===== config.mk =====
export PLATFORM = sky130hd
export DESIGN_NAME = koggestone_adder8_core
export DESIGN_NICKNAME = d
export VERILOG_FILES = /design/src/rtl/koggestone_adder8.sv
export SDC_FILE = /design/constraint.sdc
export NUM_CORES = 1
export LEC_CHECK = 0
export ABC_AREA = 0
export ABC_CLOCK_PERIOD_IN_PS = 2480
export CORE_ASPECT_RATIO = 1.4
export CORE_MARGIN = 10
export CORE_UTILIZATION = 38
export CTS_BUF_LIST = sky130_fd_sc_hd__clkbuf_2
export DETAILED_ROUTE_END_ITERATION = 10
export HOLD_SLACK_MARGIN = 0.06
export PLACE_DENSITY = 0.78
export SLEW_MARGIN = 20
export SYNTH_ARGS = -nofsm -noshare
export SYNTH_HDL_FRONTEND = slang
export SYNTH_SLANG_ARGS = --single-unit
export TNS_END_PERCENT = 30

===== constraint.sdc =====
create_clock -name clk -period 2.48 [get_ports clk]
set_input_delay 0.496 -clock clk [delete_from_list [all_inputs] [get_ports clk]]
set_output_delay 0.496 -clock clk [all_outputs]
set_load 0.05 [all_outputs]

===== src/rtl/koggestone_adder8.sv =====
// 8-bit Kogge-Stone adder tile: structural three-level prefix tree feeding a
// registered sum on uo_out. The bidirectional pins are permanently inputs.

// Black cell: full prefix operator (G,P) o (G',P') = (G | P&G', P&P').
module ks_black_cell (
  input  logic g_hi,
  input  logic p_hi,
  input  logic g_lo,
  input  logic p_lo,
  output logic g_out,
  output logic p_out
);
  assign g_out = g_hi | (p_hi & g_lo);
  assign p_out = p_hi & p_lo;
endmodule

// Gray cell: generate-only. Used where the group already reaches bit 0, so
// with carry-in tied low the group propagate is never consumed again.
module ks_gray_cell (
  input  logic g_hi,
  input  logic p_hi,
  input  logic g_lo,
  output logic g_out
);
  assign g_out = g_hi | (p_hi & g_lo);
endmodule

// One prefix level of span SPAN across all 8 nodes.
module ks_level #(
  parameter int SPAN = 1
) (
  input  logic [7:0] g_in,
  input  logic [7:0] p_in,
  output logic [7:0] g_out,
  output logic [7:0] p_out
);
  for (genvar i = 0; i < 8; i++) begin : g_node
    if (i < SPAN) begin : g_pass
      assign g_out[i] = g_in[i];
      assign p_out[i] = p_in[i];
    end else if (i < 2 * SPAN) begin : g_gray
      ks_gray_cell u_gray (
        .g_hi (g_in[i]),
        .p_hi (p_in[i]),
        .g_lo (g_in[i-SPAN]),
        .g_out(g_out[i])
      );
      // Group spans down to bit 0; its propagate is dead from here on.
      assign p_out[i] = 1'b0;
    end else begin : g_black
      ks_black_cell u_black (
        .g_hi (g_in[i]),
        .p_hi (p_in[i]),
        .g_lo (g_in[i-SPAN]),
        .p_lo (p_in[i-SPAN]),
        .g_out(g_out[i]),
        .p_out(p_out[i])
      );
    end
  end
endmodule

module koggestone_adder8_core (
  input  logic       clk,
  input  logic       rst_n,
  input  logic       ena,
  input  logic [7:0] ui_in,
  input  logic [7:0] uio_in,
  output logic [7:0] uo_out,
  output logic [7:0] uio_out,
  output logic [7:0] uio_oe
);
  logic [7:0] g0, p0, g1, p1, g2, p2, g3, p3;
  logic [7:0] s;
  logic [7:0] sum_d, sum_q;
  logic       unused_carry;

  assign g0 = ui_in & uio_in;
  assign p0 = ui_in ^ uio_in;

  ks_level #(.SPAN(1)) u_lvl1 (.g_in(g0), .p_in(p0), .g_out(g1), .p_out(p1));
  ks_level #(.SPAN(2)) u_lvl2 (.g_in(g1), .p_in(p1), .g_out(g2), .p_out(p2));
  ks_level #(.SPAN(4)) u_lvl3 (.g_in(g2), .p_in(p2), .g_out(g3), .p_out(p3));

  // g3[i] is the carry into bit i+1; g3[7] is the (unexported) carry-out.
  assign s = p0 ^ {g3[6:0], 1'b0};
  assign unused_carry = ^{g3[7], p3};

  always_comb begin
    sum_d = sum_q;
    if (ena) sum_d = s;
  end

  // rst_n is active-high here; it overrides ena.
  always_ff @(posedge clk) begin
    if (rst_n) sum_q <= 8'h00;
    else       sum_q <= sum_d;
  end

  assign uo_out  = sum_q;
  assign uio_out = 8'h00;
  assign uio_oe  = 8'h00;
endmodule


# Yosys cells after proc, flatten, opt, wreduce, memory -nomap -nowiden
# Index checks and enable logic that the tools add are counted.
[classes]
n_bitwise = 39
[op_table]
columns = ["operator", "n"]
rows = [
  ["AND 1 bit", 22],
  ["bitwise XOR 8 bit", 2],
  ["OR 1 bit", 14],
  ["AND 7 bit", 1],
]
[totals]
word_cells = 40
input_bits = 19
ff_bits = 8
out_inout_bits = 24

# Logic depth before layout (Yosys ltp)
# Gate-level depths: netlist (run 1).
[depth]
ltp_word = 7
mapped_depth = 7
mapped_depth_nobuf = 7

# Modules after synthesis
# Synthesis (run 1) repeated with hierarchy kept, for this count alone.
[unflattened]
hier_cells = 109
area_unflattened_um2 = 939.7
[modules_own_cells]
columns = ["mod", "cells_per_inst", "n_inst", "area_each_um2", "seq_area_each_um2"]
rows = [
  ["koggestone_adder8_core", 58, 1, 568.0, 160.2],
  ["ks_black_cell", 2, 10, 15.0, 0.0],
  ["ks_level (u_lvl3)", 13, 1, 93.8, 0.0],
  ["ks_gray_cell", 1, 7, 7.5, 0.0],
  ["ks_level (u_lvl2)", 7, 1, 48.8, 0.0],
  ["ks_level (u_lvl1)", 4, 1, 26.3, 0.0],
]

# Worst setup path before layout (run 1)
# OpenSTA, ideal clock, no wires.
[synth_timing]
path_kind = "input-to-reg"
startpoint = "input port ui_in[1]"
endpoint = "register sum_q[7], in the netlist uo_out[7]"
setup_ns = 0.128
stages = 5
t_arrival_ns = 1.651
path_slack_ns = 0.701
n_path_buf = 0
required_time_ns = 2.352
cell_sequence = "ha_1 -> a211o_1 -> a2111oi_4 -> o31a_2 -> nor3_2"
[synth_between]
elab_chain_len = 7
elab_cells_between_ends = 10
cone_classes = "10 x bitwise"
[synth_lines]
columns = ["item", "line_no", "rtl"]
rows = [
  ["start, declared", "67", "input logic [7:0] ui_in,"],
  ["AND 7 bit / bitwise XOR 8 bit (equally long branches)", "78, 79", ""],
  ["AND 1 bit, on equally long branches", "13, 14", ""],
  ["OR 1 bit / AND 1 bit (equally long branches)", "13, 25", ""],
  ["OR 1 bit *", "25", "assign g_out = g_hi | (p_hi & g_lo);"],
  ["AND 1 bit *", "25", ""],
  ["OR 1 bit *", "25", ""],
  ["bitwise XOR 8 bit *", "86", "assign s = p0 ^ {g3[6:0], 1'b0};"],
  ["end signal, assigned", "97", "else sum_q <= sum_d;"],
  ["end, declared", "75", "logic [7:0] sum_d, sum_q;"],
]
# Mark *: on every way between the ends. The rest lies on a longest branch, timed or not.
# A chain may end at the register's enable or synchronous reset.

# Worst setup path after layout (run 1)
[layout_timing]
startpoint = "input port ui_in[0]"
endpoint = "register sum_q[6], in the netlist uo_out[6]"
[layout_between]
elab_chain_len = 6
[layout_lines]
columns = ["item", "line_no", "rtl"]
rows = [
  ["AND 7 bit", "78", "assign g0 = ui_in & uio_in;"],
  ["AND 1 bit", "25", ""],
  ["OR 1 bit", "25", ""],
  ["AND 1 bit", "25", ""],
  ["OR 1 bit", "25", ""],
  ["bitwise XOR 8 bit", "86", ""],
]
# Every way passes these cells.

==> results of run 1 <==
final timing paths:
path,start,to,slack [ns]
setup / recovery,ui_in[0],uo_out[6],0.42
hold reg to reg,uo_out[3],uo_out[3],0.47
setup reg to reg,uo_out[7],uo_out[7],1.65
hold / removal,uo_out[3],uo_out[3],0.47
synth_stat cells, drive strengths merged (2+ instances only):
library cell   n  share of area, %
buf           16                15
dfxtp          8                20
ha             7                11
nor2           6               2.8
inv            5               2.3
nand2b         4               3.1
nand3          4               2.5
nor3b          4               3.7
o21a           4               3.9
nor3           3               2.5
a211o          2               2.3
a21oi          2               1.2
clkbuf         2               2.2
mux2i          2               2.5
o31a           2               2.3
cell families (layout without fill, tap and decap cells):
family	count (synthesis)	count (layout)
and+or+nand+nor	27	27
buffers and inverters	23	36
AOI/OAI and AO/OA	20	20
adders and majority gates	8	8
DFF	8	8
xor gates and xnor gates	2	2
muxes	2	2
other	1	16
metal layers:
| metal | GRT usage, % | vias up | wire (um) |
|---|---|---|---|
| met5 | 0 | - | 0 |
| met4 | 3.84 | 0 | 24 |
| met3 | 3.58 | 3 | 188 |
| met2 | 15.8 | 26 | 958 |
| met1 | 8.58 | 327 | 712 |
| li1 | - | 358 | - |
cell usage in the layout, fill, tap and decap left out, types with 2 or more instances in the layout:
cell type,synthesis,routed
buf_4,16,2
ha_1,7,7
dfxtp_1,8,8
nor3_1,2,2
nand2b_1,4,4
nor3b_1,4,4
clkdlybuf4s50_1,0,26
nor2_1,6,6
conb_1,1,16
nand3_1,4,4
o21a_1,3,3
clkbuf_2,0,3
mux2i_1,2,2
inv_1,5,5
a21oi_1,2,2
power by group:
group	internal, mW	switching [mW]
registers	0.141	0.00593
logic	0.0947	0.163
clock network	0.0329	0.0432
final cells by class:
type,instances,area (um2)
clock buffers,3,15.0
fillers,208,957
multi-input cells,75,544
inverters,5,18.8
well taps,21,26.3
flip-flops and latches,8,160
repair buffers,28,275
critical path, cell delays in order:
cell             delay (ns)
clkdlybuf4s50_1        0.46
ha_1                   0.19
inv_1                  0.08
fa_1                   0.40
nor2b_1                0.13
o21a_1                 0.18
o31a_1                 0.14
o211ai_1               0.09
per-stage QoR:
step	hold slack [ns]	instance area (um2)	setup WS, ns	power [mW]	util [%]
CTS	0.483	1040	0.410	0.487	52.1
finish	0.473	1040	0.425	0.481	52.1
detailed placement	0.469	1020	0.187	0.408	51.3
floorplan	0.690	861	0.701	0.355	-
global placement	0.455	1020	0.203	0.406	51.3
global route	0.506	1040	0.275	0.516	52.1
==> results.md, run 1 <==
* Status: finished, final reports clean
* Multiplexer share of the synthesized area at 2.49%
* Slew margin rel. at 66.1%
* TNS Setup at 0 ns
* Starting Density at 40.3%
* Vias/cell at 5.10
* Starting DRT DRC Count at 4
* Min-delay worst type: register to register
* Post-Synthesis Cells at 91
* Buffers on Ports at 26
* PwrDens at 462 nW/um2
* Htree depth at 1
* F_max at 487 MHz
* # nets final at 148
* Final WL at 1.88 mm
* Remaining antenna violation count at 0
* Post-synthesis async set-or-reset flop share at 0%
* First-pass GRT wire length at 3.18 mm
* Final period util at 82.9%
* Hold Path Cell Cnt at 2
* Final Setup Violations at 0
* XOR/XNOR Fraction of Synth Area at 2.18%
* Drt drc at 0
* Ys flop type: dfxtp_1
* IO Pins at 43
* CTS Buffer Depth at 2
* Netlist Area Pre-Place at 805 um2
* GRT Total Usage at 8.80%
* Setup Skew at 0 ns
* Die area at 4380 um2
* Area Growth Syn to Fin at 29.2%
* Critical Path AT at 2.16 ns
* WL per Instance at 13.5 um
* Post-synthesis sequential area ratio at 19.9%
* Post-synthesis adder-cell area fraction at 13.4%
* Grt total ovfl at 0
* Synth warn at 0
* Synth Area in Compound Gates at 22.2%
* Final Hold Vio Count at 0
* N_diodes at 0
* CTS tree: done
* Layout cells sized above 1 at 8.40%
* Die H at 74.4 um
* Worst Path Max Fanout at 4
* Max Cap Violations at 0
* Fin cells at 140
* Worst skew pair latency at 0.24 ns
* CTS buffer count at 3
* # hold bufs at CTS at 0
* RSZ-0062 raised after global routing: false
* Max reg flops at 8
* Placed Cells at 137
* P_leak at 0.440 nW
* Number of synthesized flops with an enable pin at 0
* Clock Tree Root: clkbuf_2
* Post-route minimum period at 2.06 ns
* R2R depth at 3
* Drt first pass iters at 4
* Max-slew violations at 0
* CP endpoint kind: register
* Worst slew pin tran at 0.506 ns
* Number of global-route vias before repair at 723
* Clock slew seen by the registers of the worst setup and hold paths at 0.07 ns
* Worst setup SP type: input pin
* Vias at 714
* Half-perimeter wire length after placement at 1.64 mm
* Largest family of logic cells by synthesized area: compound AO/OA/AOI/OAI gates
* Die Width at 58.9 um
* Synth Area in Simple Gates at 19.9%
* Post-CTS Setup Bufs at 0
* Syn_area_per_cell at 8.84 um2
* Placeable Area at 2000 um2
* Yosys reg bits at 8
* Cell Rows at 19
* Critical path type: input pin to register
* Largest net degree at the start of global routing at 13
* Worst VDD drop at 0.239 mV
* Initial antenna violation count at 0
* Post-CTS Resized at 0
* CP Data Required Time at 2.59 ns
* CTS sink cnt at 8
* Distinct cells, synth at 40
* Gpl congestion at 0.832
(Power assumes the default switching activity.)
==> run 2: changes to the inputs <==
--- a/config.mk
+++ b/config.mk
@@ -6,10 +6,10 @@
 export NUM_CORES = 1
 export LEC_CHECK = 0
 export ABC_AREA = 0
-export ABC_CLOCK_PERIOD_IN_PS = 2480
+export ABC_CLOCK_PERIOD_IN_PS = 1800
 export CORE_ASPECT_RATIO = 1.4
 export CORE_MARGIN = 10
-export CORE_UTILIZATION = 38
+export CORE_UTILIZATION = 36
 export CTS_BUF_LIST = sky130_fd_sc_hd__clkbuf_2
 export DETAILED_ROUTE_END_ITERATION = 10
 export HOLD_SLACK_MARGIN = 0.06
==> constraint.sdc (replaced) <==
create_clock -name clk -period 1.8 [get_ports clk]
set_input_delay 0.36 -clock clk [delete_from_list [all_inputs] [get_ports clk]]
set_output_delay 0.36 -clock clk [all_outputs]
set_load 0.05 [all_outputs]
==> run 2 against run 1 <==
Compared with the run above:
- cell count rose by 8.6%
- global-route usage up 0.53 points
- critical path depth is 2 lower
- sequential share of layout area decreased by 1.3 points
- sequential power grew 39%
- final area up 9.0%
- clock power rose by 41%
==> results.md, run 2 (same netlist as run 1, synthesis figures left out) <==
* Max-slew violations at 0
* Final worst slack at 0.0774 ns
* RSZ-0062 raised after global routing: false
* Psw at 0.311 mW
* Critical path type: input pin to register
* CP Data Required Time at 1.93 ns
* CTS sink cnt at 8
* Fill count at 206
* Number of global-route vias before repair at 832
* Placeable Area at 2150 um2
* Max Cap Violations at 0
* P_leak at 0.532 nW
* Remaining antenna violation count at 0
* Setup Skew at 0 ns
* Status: finished, final reports clean
* CP endpoint kind: register
* First-pass GRT wire length at 3.51 mm
* Overall Power at 0.702 mW
* Clock slew seen by the registers of the worst setup and hold paths at 0.07 ns
* Switching share of total power at 44.4%
* Part of the power in the clock network at 15.3%
* Design area at 1130 um2
* N_diodes at 0
* Worst Path Max Fanout at 3
* Die Width at 60.0 um
* Final Hold Vio Count at 0
* Min-delay worst type: register to register
* Worst VDD drop at 0.211 mV
* IO Pins at 43
* Vias at 773
* CTS Buffer Depth at 2
* Grt total ovfl at 0
* CP bufs+invs at 1
* Die area at 4550 um2
* Family with the most delay on the worst path: compound AO/OA/AOI/OAI gates
* Largest net degree at the start of global routing at 10
* Starting DRT DRC Count at 11
* Gpl congestion at 0.794
* TNS Setup at 0 ns
* Half-perimeter wire length after placement at 1.93 mm
* CP max stage cell: clkdlybuf4s50_1
* Commonest cells after routing, fill and taps aside: buf_4, conb_1, clkdlybuf4s50_1
* GRT Total Usage at 9.33%
* Critical Path AT at 1.85 ns
* Worst setup SP type: input pin
* F_max at 581 MHz
* Int Pwr at 0.390 mW
* Post-route minimum period at 1.72 ns
* Comb pwr share at 55.7%
* Drt drc at 0
* Flop pwr share at 29.0%
* Area Growth Syn to Fin at 40.9%
* Final Setup Violations at 0
* Core Util, Final at 52.7%
* Final period util at 95.7%
* Most common cell after layout, fill and taps aside: buf_4
* Area after DPL at 1070 um2
* PwrDens at 619 nW/um2
* Layout cells sized above 1 at 26.2%
* Drt first pass iters at 2
* Die H at 75.9 um
* # nets final at 159
* # hold bufs at CTS at 0
* CTS buffer count at 3
* Max reg flops at 8
* Htree depth at 1
* Post-Place Worst Slack at -0.404 ns
* CTS tree: done
* Buffers on Ports at 26
* Initial antenna violation count at 0
* WL per Instance at 14.7 um
* Worst skew pair latency at 0.24 ns
* Final WL at 2.24 mm
* Slowest stage delay, CP at 0.40 ns
* Starting Density at 37.4%
* Clock Tree Root: clkbuf_2
* Worst path cell trace: clkdlybuf4s50_1 -> ha_1 -> o21a_4 -> a2111oi_4 -> o31a_2 -> nor3_2
* R2r setup slk at 0.93 ns
* Cell Rows at 20
* Vias/cell at 5.09
==> run 2: changes by cell type in the layout (fill, tap and decap cells not counted), sizes merged <==
cell	previous run	this run
buf	2	21
clkdlybuf4s50	26	12
dlygate4sd2	0	4
dlymetal6s2s	0	2
==> run 2: timing repair <==
| item | in CTS | in global routing |
|---|---|---|
| gates cloned | 0 | 0 |
| endpoints found under the setup margin | 3 | 3 |
| pin swaps | 9 | 2 |
| gates resized for setup | 9 | 5 |
| buffers inserted | 3 | 0 |
==> run 2: worst min-delay path: cells and delay by family, from the launching register on <==
family,cells,cell delay (ns)
AO/OA/AOI/OAI,1,0.05
AND/OR/NAND/NOR,1,0.07
flip-flops,1,0.32
==> run 2: final timing paths <==
path,startpoint,endpoint,cells past startpoint
max reg2reg,uo_out[7],uo_out[7],3
min reg2reg,uo_out[3],uo_out[3],2
min,uo_out[3],uo_out[3],2
max,ui_in[3],uo_out[7],6
==> run 2: area by class of cell <==
type | count | area (um2) | share of cell area (%)
multi-input combinational | 75 | 574 | 50.7
timing repair buffer | 39 | 338 | 29.8
sequential | 8 | 160 | 14.1
tap | 22 | 27.5 | 2.43
inverter | 5 | 18.8 | 1.66
clock buffer | 3 | 15.0 | 1.32
==> run 2: metrics by stage <==
step           hold slack [ns]  std cells
2_1_floorplan            0.591        106
3_3_place_gp             0.456        146
3_5_place_dp             0.474        146
4_1_cts                  0.486        152
5_1_grt                  0.511        152
6_report                 0.479        152
==> run 2: metal layers <==
metal  global-route usage, %  part of all wire [%]  up-vias
met1                    8.57                    36      362
li1                        -                     -      378
met5                       0                     0        -
met4                    4.05                   1.2        0
met2                    16.7                    54       29
met3                    3.83                   9.4        4
==> run 2: power groups by stage <==
stage               clock [mW]  combinational [mW]  sequential (mW)
floorplan                    0               0.222            0.268
global placement             0               0.366            0.207
detailed placement           0               0.375            0.208
CTS                      0.109               0.383            0.204
global route             0.115               0.417            0.206
finish                   0.107               0.391            0.204
==> run 3: changes to the inputs <==
--- a/config.mk
+++ b/config.mk
@@ -8,7 +8,7 @@
 export ABC_AREA = 0
 export ABC_CLOCK_PERIOD_IN_PS = 1800
 export CORE_ASPECT_RATIO = 1.4
-export CORE_MARGIN = 10
+export CORE_MARGIN = 3
 export CORE_UTILIZATION = 36
 export CTS_BUF_LIST = sky130_fd_sc_hd__clkbuf_2
 export DETAILED_ROUTE_END_ITERATION = 10
==> run 3 against run 2 <==
Compared with the run above:
- die area down 37%
- clock skew unchanged
- sequential cell count unchanged
- clock power about the same
- critical endpoint is now uo_out[5]
==> results.md, run 3 (same netlist as run 1, synthesis figures left out) <==
* Fin cells at 150
* Worst Path Max Fanout at 3
* Min-delay worst type: register to register
* CP Data Required Time at 1.98 ns
* Commonest cells after routing, fill and taps aside: buf_4, conb_1, clkdlybuf4s50_1
* Htree depth at 1
* CTS buffer count at 3
* Drt drc at 0
* RSZ-0062 raised after global routing: false
* Gpl congestion at 0.733
* Remaining antenna violation count at 0
* Largest net degree at the start of global routing at 12
* Initial antenna violation count at 0
* Final WL at 1.79 mm
* Placeable Area at 2040 um2
* Max-slew violations at 0
* Hold WS at 0.483 ns
* Number of global-route vias before repair at 731
* Starting DRT DRC Count at 4
* Area Growth Syn to Fin at 36.5%
* IO Pins at 43
* Final period util at 95.3%
* Status: finished, final reports clean
* N_diodes at 0
* PwrDens at 621 nW/um2
* Critical path type: input pin to register
* Buffers on Ports at 26
* CTS tree: done
* WL per Instance at 11.9 um
* Clock slew seen by the registers of the worst setup and hold paths at 0.08 ns
* First-pass GRT wire length at 2.77 mm
* Max Cap Violations at 0
* Post-route minimum period at 1.71 ns
* Slowest stage delay, CP at 0.47 ns
* Worst path cell trace: clkdlybuf4s50_1 -> ha_1 -> o21a_2 -> a21oi_1 -> or4_1 -> nand3_1
* Half-perimeter wire length after placement at 1.54 mm
* Layout cells sized above 1 at 24.0%
* Most common cell after layout, fill and taps aside: buf_4
* Overall Power at 0.682 mW
* F_max at 583 MHz
* GRT Total Usage at 13.4%
* CTS Buffer Depth at 2
* Setup Skew at 0 ns
* P_leak at 0.509 nW
* Critical Path AT at 1.90 ns
* Die H at 61.9 um
* Worst setup SP type: input pin
* Placed Cells at 145
* Die area at 2850 um2
* # nets final at 158
* Final Setup Violations at 0
* CP endpoint kind: register
* Clock Tree Root: clkbuf_2
* Starting Density at 39.4%
* Vias/cell at 5.06
* Worst skew pair latency at 0.24 ns
* Grt total ovfl at 0
* Drt first pass iters at 4
* Vias at 759
* Worst VDD drop at 0.299 mV
* CP max stage cell: or4_1
* Final Hold Vio Count at 0
* Max reg flops at 8
* Cell Rows at 19
* Die Width at 46.0 um
* CTS sink cnt at 8
-- run 3: cell count changes in the layout (fill, tap and decap cells not counted), sizes merged --
| cell | delta |
|---|---|
| dlygate4sd2 | +2 |
| dlymetal6s2s | -2 |
| buf | -1 |
-- run 3: per-stage QoR --
step / worst slack (ns) / util (%) / setup TNS, ns / area (um2)
2_1_floorplan: 0.157 / - / 0 / 861
3_3_place_gp: -0.344 / 52.1 / -1.47 / 1060
3_5_place_dp: -0.401 / 52.1 / -1.71 / 1060
4_1_cts: 0.0397 / 53.7 / 0 / 1100
5_1_grt: 0.00323 / 53.7 / 0 / 1100
6_report: 0.0854 / 53.7 / 0 / 1100
-- run 3: layout make-up --
cell class / instances / area [um2]
fill: 206 / 946
multi-input combinational: 75 / 556
timing repair buffer: 38 / 323
sequential: 8 / 160
tap: 21 / 26.3
inverter: 5 / 18.8
clock buffer: 3 / 15.0
-- run 3: final timing paths --
check	start	end	slack, ns	cells after the start
max	uio_in[3]	uo_out[5]	0.09	6
min reg2reg	uo_out[3]	uo_out[3]	0.48	2
min	uo_out[3]	uo_out[3]	0.48	2
max reg2reg	uo_out[7]	uo_out[7]	0.95	3
-- run 3: worst max-delay path, delay by kind of cell --
| family | cells | cell delay, ns |
|---|---|---|
| AOI/OAI and AO/OA | 2 | 0.27 |
| adders and majority gates | 1 | 0.30 |
| and+or+nand+nor | 2 | 0.56 |
| buffers and inverters | 1 | 0.41 |
-- run 3: report_power, final --
part / switching (mW) / total (mW) / leakage [nW] / internal [mW]
registers: 0.00851 / 0.203 / 0.0662 / 0.195
logic: 0.231 / 0.371 / 0.431 / 0.140
clock network: 0.0631 / 0.109 / 0.0125 / 0.0454
total: 0.302 / 0.682 / 0.509 / 0.380
-- run 3: repair_timing --
item                                    in CTS  in global routing
gates resized for setup                     10                  0
hold buffers                                 0                  0
endpoints found under the setup margin       3                  1
pin swaps                                    7                  2
setup buffers                                2                  0
-- run 3: layer usage --
| layer | part of all wire [%] | track usage (%) | wire (um) | vias up |
|---|---|---|---|---|
| met5 | 0 | 0 | 0 | - |
| met4 | 1.4 | 8.54 | 25 | 0 |
| met3 | 7.4 | 2.02 | 132 | 4 |
| met2 | 54 | 25.8 | 967 | 27 |
| met1 | 37 | 12.5 | 660 | 351 |
| li1 | - | - | - | 377 |
